===== src/rtl/uart_tx_buffered.sv =====
// Buffered UART transmitter: host bytes queue in a small FIFO and are framed
// as start, 8 data bits LSB first, optional even parity, stop.
module uart_tx_buffered #(
    parameter int DEPTH       = 8,
    parameter int CLK_PER_BIT = 5208
) (
    input  logic                     clk,
    input  logic                     rst_n,
    input  logic [12:0]              clk_per_bit,
    input  logic                     parity_en,
    input  logic                     wr_en,
    input  logic [7:0]               wr_data,
    output logic                     full,
    output logic                     empty,
    output logic [$clog2(DEPTH):0]   level,
    output logic                     overflow,
    output logic                     tx,
    output logic                     busy,
    output logic                     tx_done
);
    localparam int AW = $clog2(DEPTH);
    localparam logic [AW:0]  LVL_FULL = (AW+1)'(DEPTH);
    localparam logic [12:0]  N_DEFAULT = 13'(CLK_PER_BIT);

    typedef enum logic [2:0] {IDLE, START, DATA, PARITY, STOP} state_t;

    logic [7:0]    mem [DEPTH];
    logic [AW-1:0] wr_ptr_reg, rd_ptr_reg;
    logic [AW:0]   level_reg, level_next;
    logic          full_reg, empty_reg, overflow_reg;

    state_t        state_reg;
    logic [12:0]   cnt_reg, n_reg, n_sel;
    logic [2:0]    bit_reg;
    logic [7:0]    shift_reg, head;
    logic          par_en_reg, par_bit_reg, tx_reg, busy_reg, done_reg;
    logic          push, pop, bit_end;

    assign push    = wr_en && !full_reg;
    assign bit_end = (cnt_reg == n_reg - 13'd1);
    // A pop happens when idle, or on the last stop cycle so frames run back to back.
    assign pop     = !empty_reg && ((state_reg == IDLE) || (state_reg == STOP && bit_end));
    assign head    = mem[rd_ptr_reg];

    always_comb begin
        n_sel = clk_per_bit;
        if (clk_per_bit == 13'd0)
            n_sel = N_DEFAULT;
        else if (clk_per_bit == 13'd1)
            n_sel = 13'd2;
        level_next = level_reg + {{AW{1'b0}}, push} - {{AW{1'b0}}, pop};
    end

    always_ff @(posedge clk) begin
        if (push)
            mem[wr_ptr_reg] <= wr_data;
    end

    always_ff @(posedge clk or negedge rst_n) begin
        if (!rst_n) begin
            wr_ptr_reg   <= '0;
            rd_ptr_reg   <= '0;
            level_reg    <= '0;
            full_reg     <= 1'b0;
            empty_reg    <= 1'b1;
            overflow_reg <= 1'b0;
        end else begin
            if (push)
                wr_ptr_reg <= wr_ptr_reg + 1'b1;
            if (pop)
                rd_ptr_reg <= rd_ptr_reg + 1'b1;
            if (wr_en && full_reg)
                overflow_reg <= 1'b1;
            level_reg <= level_next;
            full_reg  <= (level_next == LVL_FULL);
            empty_reg <= (level_next == '0);
        end
    end

    always_ff @(posedge clk or negedge rst_n) begin
        if (!rst_n) begin
            state_reg   <= IDLE;
            cnt_reg     <= '0;
            n_reg       <= 13'd2;
            bit_reg     <= '0;
            shift_reg   <= '0;
            par_en_reg  <= 1'b0;
            par_bit_reg <= 1'b0;
            tx_reg      <= 1'b1;
            busy_reg    <= 1'b0;
            done_reg    <= 1'b0;
        end else begin
            // Registered pulse lands exactly on the final stop cycle.
            done_reg <= (state_reg == STOP) && (cnt_reg == n_reg - 13'd2);
            case (state_reg)
                IDLE: begin
                    tx_reg   <= 1'b1;
                    busy_reg <= 1'b0;
                end
                START: begin
                    if (bit_end) begin
                        cnt_reg   <= '0;
                        state_reg <= DATA;
                        tx_reg    <= shift_reg[0];
                    end else begin
                        cnt_reg <= cnt_reg + 13'd1;
                    end
                end
                DATA: begin
                    if (bit_end) begin
                        cnt_reg <= '0;
                        if (bit_reg == 3'd7) begin
                            state_reg <= par_en_reg ? PARITY : STOP;
                            tx_reg    <= par_en_reg ? par_bit_reg : 1'b1;
                        end else begin
                            bit_reg   <= bit_reg + 3'd1;
                            shift_reg <= shift_reg >> 1;
                            tx_reg    <= shift_reg[1];
                        end
                    end else begin
                        cnt_reg <= cnt_reg + 13'd1;
                    end
                end
                PARITY: begin
                    if (bit_end) begin
                        cnt_reg   <= '0;
                        state_reg <= STOP;
                        tx_reg    <= 1'b1;
                    end else begin
                        cnt_reg <= cnt_reg + 13'd1;
                    end
                end
                STOP: begin
                    if (bit_end) begin
                        cnt_reg   <= '0;
                        state_reg <= IDLE;
                        tx_reg    <= 1'b1;
                        busy_reg  <= 1'b0;
                    end else begin
                        cnt_reg <= cnt_reg + 13'd1;
                    end
                end
                default: begin
                    state_reg <= IDLE;
                    tx_reg    <= 1'b1;
                    busy_reg  <= 1'b0;
                end
            endcase
            if (pop) begin
                state_reg   <= START;
                cnt_reg     <= '0;
                n_reg       <= n_sel;
                par_en_reg  <= parity_en;
                shift_reg   <= head;
                par_bit_reg <= ^head;
                bit_reg     <= '0;
                tx_reg      <= 1'b0;
                busy_reg    <= 1'b1;
            end
        end
    end

    assign full     = full_reg;
    assign empty    = empty_reg;
    assign level    = level_reg;
    assign overflow = overflow_reg;
    assign tx       = tx_reg;
    assign busy     = busy_reg;
    assign tx_done  = done_reg;
endmodule

===== config.mk =====
export PLATFORM = sky130hd
export DESIGN_NAME = uart_tx_buffered
export DESIGN_NICKNAME = d
export VERILOG_FILES = /design/src/rtl/uart_tx_buffered.sv
export SDC_FILE = /design/constraint.sdc
export NUM_CORES = 1
export LEC_CHECK = 0
export BUFFER_PORTS_ARGS = -buffer_cell sky130_fd_sc_hd__buf_2
export CAP_MARGIN = 20
export CORE_MARGIN = 1.5
export CORE_UTILIZATION = 30
export CTS_CLUSTER_DIAMETER = 80
export DETAILED_ROUTE_END_ITERATION = 8
export SLEW_MARGIN = 20
export SYNTH_ARGS = -nofsm -noshare
export SYNTH_HDL_FRONTEND = slang
export SYNTH_SLANG_ARGS = --single-unit

===== constraint.sdc =====
create_clock -name clk -period 3.95 [get_ports clk]
set_input_delay 0.5925 -clock clk [delete_from_list [all_inputs] [get_ports clk]]
set_output_delay 0.5925 -clock clk [all_outputs]
set_load 0.05 [all_outputs]

### After elaboration in Yosys (flattened, before gate mapping)

Memories as Yosys holds them, arrays and structs flattened.
Cells that the tools add are included.

* output and inout port bits: 10
* memory bits (writable): 64
* memories: 1
* word-level logic and storage cells: 98
* flip-flop bits (word level): 58
* memory bits (read-only): 0
* latch bits: 0

Memory list
* mem: depth 8, width 8, read ports 1, clocked after Yosys merged registers in 0, wr ports 1, RTL line 27 `logic [7:0] mem [DEPTH];`

* $add $sub $neg: 8
* bitwise logic cells: 0
* eq/ne operators: 18
* multiply operators: 0
* shifts and indexed selects: 0
* multiplexer cells: 33
* reductions and logical operators: 22
* divide/modulo/power cells: 0
* order comparisons: 0

Operators by type and width (number)
* 13-bit 2-to-1 mux: 5
* 3-bit 2-to-1 mux: 11
* 8-bit 2-to-1 mux: 4
* 13-bit equality test: 2
* 3-bit != test (second input constant): 5
* 3-bit one-hot mux with 5 select lines: 1
* 13-bit by 1-bit adder with 13-bit output (second input constant): 1
* 13-bit by 1-bit equality test with 1-bit output (second input constant): 1
* 13-bit zero test: 1
* 13-bit by 1-bit subtractor with 13-bit output (second input constant): 1
* 13-bit by 2-bit subtractor with 13-bit output (second input constant): 1
* 1-bit 2-to-1 mux: 10
* 3-bit by 1-bit adder with 3-bit output (second input constant): 3
* 8-bit XOR reduction: 1
* 3-bit by 2-bit equality test with 1-bit output (second input constant): 2
* 3-bit equality test (second input constant): 2
* 3-bit AND reduction: 2
* 6-bit AND reduction: 1
* 2-bit nonzero test: 3
* 1-bit logical AND: 5
* 4-bit by 1-bit adder with 4-bit output: 1
* 4-bit equality test (second input constant): 1
* 4-bit zero test: 1
* 2-bit != test (second input constant): 2
* 13 further kinds: 14

### Logic depth before layout (Yosys ltp)

* depth in word-level cells: 7
* depth in mapped cells: 19

### Worst setup path before layout

OpenSTA, ideal clock, no wires.

* path type: register to register
* start point: register n_reg[2]
* end point: register full_reg (netlist: full)
* slack: -0.123 ns
* data required time: 3.877 ns
* path buffers: 2
* library setup time: 0.073 ns
* cell stages (with the launch flop): 18
* arrival: 4.000 ns
* path through: dfrtp_1 > inv_1 > ha_1 > or3b_2 > or3_1 > a211oi_2 > o221ai_2 > o21ai_4 > nand2_4 > inv_2 > buf_6 > buf_6 > ha_1 > inv_1 > ha_1 > fa_1 > or3_1 > nor2b_1

* longest elaborated chain between the ends: 7

Ends and longest elaborated chain
* from (decl): RTL line 33 `logic [12:0] cnt_reg, n_reg, n_sel;`
* from (signal assigned): RTL line 152 `n_reg <= n_sel;`
* 13-bit by 1-bit subtractor with 13-bit output: RTL line 40 `assign bit_end = (cnt_reg == n_reg - 13'd1);`
* 13-bit equality test: RTL line 40
* 1-bit logical AND: RTL line 42 `assign pop = !empty_reg && ((state_reg == IDLE) || (state_reg == STOP && bit_end));`
* 1-bit logical OR: RTL line 42
* 1-bit logical AND: RTL line 42
* named net pop: RTL line 37 `logic push, pop, bit_end;`
* 4-bit by 1-bit subtractor with 4-bit output: RTL line 51 `level_next = level_reg + {{AW{1'b0}}, push} - {{AW{1'b0}}, pop};`
* named net level_next[1]: RTL line 29 `logic [AW:0] level_reg, level_next;`
* 4-bit equality test: RTL line 75 `full_reg <= (level_next == LVL_FULL);`
* to (signal assigned): RTL line 75
* to (decl): RTL line 30 `logic full_reg, empty_reg, overflow_reg;`

The timed path passes the listed nets, and every way through them passes these cells.
A chain may end at the register's enable or synchronous reset.

### Worst setup path after layout

* start point: register n_reg[1]
* end point: register full_reg (netlist: full)

* longest elaborated chain between the ends: 7

Ends and longest elaborated chain (RTL line)
* 13-bit by 1-bit subtractor with 13-bit output: 40
* 13-bit equality test: 40
* 1-bit logical AND: 42
* 1-bit logical OR: 42
* 1-bit logical AND: 42
* 4-bit by 1-bit subtractor with 4-bit output: 51
* named net level_next[1]: 29
* 4-bit equality test: 75

The timed path passes the listed nets, and every way through them passes these cells.

==> results.md <==
- Status: finished, final reports clean
- Port Buffers: 34
- Cell taking the most area after synthesis: edfxtp_1
- Period utilization: approximately 95%
- Critical Path Start Type: flip-flop
- Initial antenna violation count: 0
- Synth cell types: 68
- Vias in the first global route: about 4200
- Leakage: 2.791 nW
- Compound-Gate Fraction of Synth Area: 10.55%
- Top cells by area, synth: edfxtp_1, dfrtp_1, xnor2_1
- RSZ-0062 raised after global routing: false
- R2R Setup Slk: 0.18 ns
- Clk_lat worst skew: between 0.4 and 0.5 ns
- Post-synthesis simple-gate area fraction: 13.04%
- Final nets: about 580
- Final WL: 12700 um
- Worst-Margin Slew: around 0.96 ns
- Top_reg_cell synth: edfxtp_1
- Largest net degree at the start of global routing: 34
- Setup TNS: 0 ns
- Post-route minimum period: 3.768 ns
- Max cap viols: 0
- Clk root buf: clkbuf_16
- Max Clk Rate: about 270 MHz
- Initial DRC count: 221
- Layout cells sized above 1: 20.04%
- Max FFs per register: 64
- Final core utilization: a little over a third
- DRT antenna net count: 0
- Layout area overhead: 17.49%
- Post-route cell area: about 7000 um2
- DR vias/cell: slightly below 5
- Total GRT Usage: approximately 13%
- R2R depth: 15
- Synthesized net count: 544
- Antenna diode count: 0
- Crit path DAT: slightly above 4 ns
- Final Hold Fails: 0
- CTS Buf Count: 17
- Clock sinks: 122
- Synthesized flop and latch total: ~120
- Synth top area share: 31.79%
- Synth warn: 0
- Hold Crit Class: in2async
- Post-Layout Cell Count: 824
- Post-synthesis cell count: 507
- DP Cell Count: 790
- First-pass GRT wire length: 21140 um
- Area of the core: 19590 um2
- Reg-to-reg startpoint: n_reg[1]$_DFFE_PN1N_
- Post-detailed-placement half-perimeter wirelength: 9152 um
- Commonest cells after routing, fill and taps aside: edfxtp_1, dfrtp_1, nor2_1
- Final Max Slew Viols: 0
- Asr flop ratio synth: 47.54%
- Max clock buf depth: 2
- DRC violations left: 0
- Worst setup EP type: flip-flop
- I/O pin count: 35
- Worst reg2reg endpoint: full$_DFF_PN0_
- Adder-Cell Fraction of Synth Area: under 10%
- # H-tree levels: 4
- Congestion Overflow GR: 0
- Pwr dens: 733.0 nW/um2
- Largest family of logic cells by synthesized area: simple AND/OR/NAND/NOR gates
- Final setup fails: 0
- Post-Synth XOR/XNOR Area: 6.374%
- Vias: 4002
- Worst EP required: 4.29 ns
- Crit Path Max Fanout: 8
- Post-synth EDFFs: 64
- Initial core utilization: about 30%
- DRT Pass-1 Iters: 4
- Hold buffers post-CTS: 0
- VDD IR max: 0.3375 mV
- Placement Cell Area: 6520 um2
- Clock slew at reported path FFs: roughly 0.060 ns
- CTS tree: yes
- Cell area after synthesis: 6046 um2
- Die Wd: 145.0 um
- Full die area: 21010 um2
- Most common cell after layout, fill and taps aside: edfxtp_1
- Slew margin rel.: 36.12%
- Layout Skew: 0.01524 ns
- WL/cell: 15.41 um
- Syn Area/Cell: between 10 and 15 um2
- Sequential share of the synthesized area: 55.86%
- Final Wtd Congestion: 0.8698
- # rows: just over 50
- Mux contribution to synthesized area: 7.864%
- Die extent in y: 145.0 um
- Type of the worst setup path: reg2reg
## kinds of logic (layout without fill, tap and decap cells)
logic type / count (synthesis) / after routing
buffers and inverters: 50 / 102
DFF: 122 / 122
adders and majority gates: 12 / 12
and+or+nand+nor: 151 / 151
AOI/OAI and AO/OA: 92 / 92
muxes: 36 / 36
xor gates and xnor gates: 44 / 44
## power by group
| part | internal [mW] | switching (mW) |
|---|---|---|
| logic | 0.809 | 0.947 |
| clock network | 0.821 | 0.616 |
| registers | 1.67 | 0.339 |
| total | 3.30 | 1.90 |
## routing by layer
metal / share of wire [%] / vias up / global-route usage [%]
met2: 49 / 59 / 21.24
met5: 0 / - / 0
met1: 46 / 1969 / 15.81
li1: - / 1956 / -
met4: 1.5 / 0 / 4.330
met3: 2.9 / 18 / 3.239
## cells in the mapped netlist (2+ instances only)
| master | instances |
|---|---|
| a211o_1 | 6 |
| a211oi_1 | 2 |
| a21o_1 | 2 |
| a21oi_1 | 33 |
| a31oi_1 | 3 |
| and2_1 | 2 |
| and3_1 | 4 |
| buf_1 | 2 |
| buf_2 | 5 |
| buf_4 | 2 |
| buf_6 | 3 |
| clkbuf_1 | 18 |
| dfrtp_1 | 55 |
| dfstp_2 | 3 |
| edfxtp_1 | 64 |
| ha_1 | 11 |
| inv_1 | 19 |
| mux2_1 | 5 |
| mux2_2 | 3 |
| mux2i_1 | 19 |
| mux4_2 | 8 |
| nand2_1 | 30 |
| nand2b_1 | 12 |
| nand3_1 | 15 |
| nand3b_1 | 2 |
| nand4_1 | 7 |
| nor2_1 | 35 |
| nor2b_1 | 3 |
| nor3_1 | 15 |
| nor4_1 | 8 |
| nor4b_1 | 6 |
| o2111ai_1 | 3 |
| o211a_1 | 5 |
| o211ai_1 | 2 |
| o21ai_0 | 7 |
| o22ai_1 | 9 |
| o31ai_1 | 2 |
| or2_2 | 2 |
| or3_1 | 3 |
| or4_4 | 2 |
| xnor2_1 | 26 |
| xor2_1 | 18 |
## worst max-delay path by stage
stage                          from               to  slack, ns
3_5_place_dp   n_reg[1]$_DFFE_PN1N_   full$_DFF_PN0_       0.12
6_report       n_reg[1]$_DFFE_PN1N_   full$_DFF_PN0_       0.18
5_1_grt        n_reg[1]$_DFFE_PN1N_  empty$_DFF_PN1_       0.01
4_1_cts        n_reg[1]$_DFFE_PN1N_   full$_DFF_PN0_        0.1
2_1_floorplan  n_reg[5]$_DFFE_PN0N_   full$_DFF_PN0_      -0.02
3_3_place_gp   n_reg[1]$_DFFE_PN1N_   full$_DFF_PN0_       0.25
## stage by stage
stage / hold slack [ns] / power (mW) / setup slack, ns
2_1_floorplan: 0.2969 / 3.334 / -0.01840
3_3_place_gp: 0.4334 / 3.734 / 0.2548
3_5_place_dp: 0.4474 / 3.784 / 0.1161
4_1_cts: 0.2808 / 5.239 / 0.09848
5_1_grt: 0.3229 / 5.547 / 0.01323
6_report: 0.2517 / 5.207 / 0.1815
## worst max-delay path, stage by stage, from the launching register on
cell,delay (ns)
dfstp_2,0.57
inv_1,0.09
ha_1,0.29
o21ba_2,0.23
a221o_1,0.33
a32oi_1,0.18
o2111ai_2,0.22
o21ai_4,0.22
nand2_4,0.10
inv_4,0.06
ha_1,0.21
inv_1,0.06
ha_2,0.18
fa_1,0.43
or3_1,0.40
nor2b_1,0.13
## cell type report
type / instances / area, um2
well taps: 265 / 331.6
clock buffers: 17 / 425.4
inverters: 20 / 77.57
repair buffers: 50 / 290.3
multi-input cells: 335 / 2475
clock inverters: 15 / 126.4
flip-flops and latches: 122 / 3377
fillers: 1941 / 12490
## what timing repair did
action                                  CTS  global route
endpoints found under the setup margin    0             2
gates resized for setup                   0             1
setup buffers                             0             2
Power figures use the tool's default switching activity.
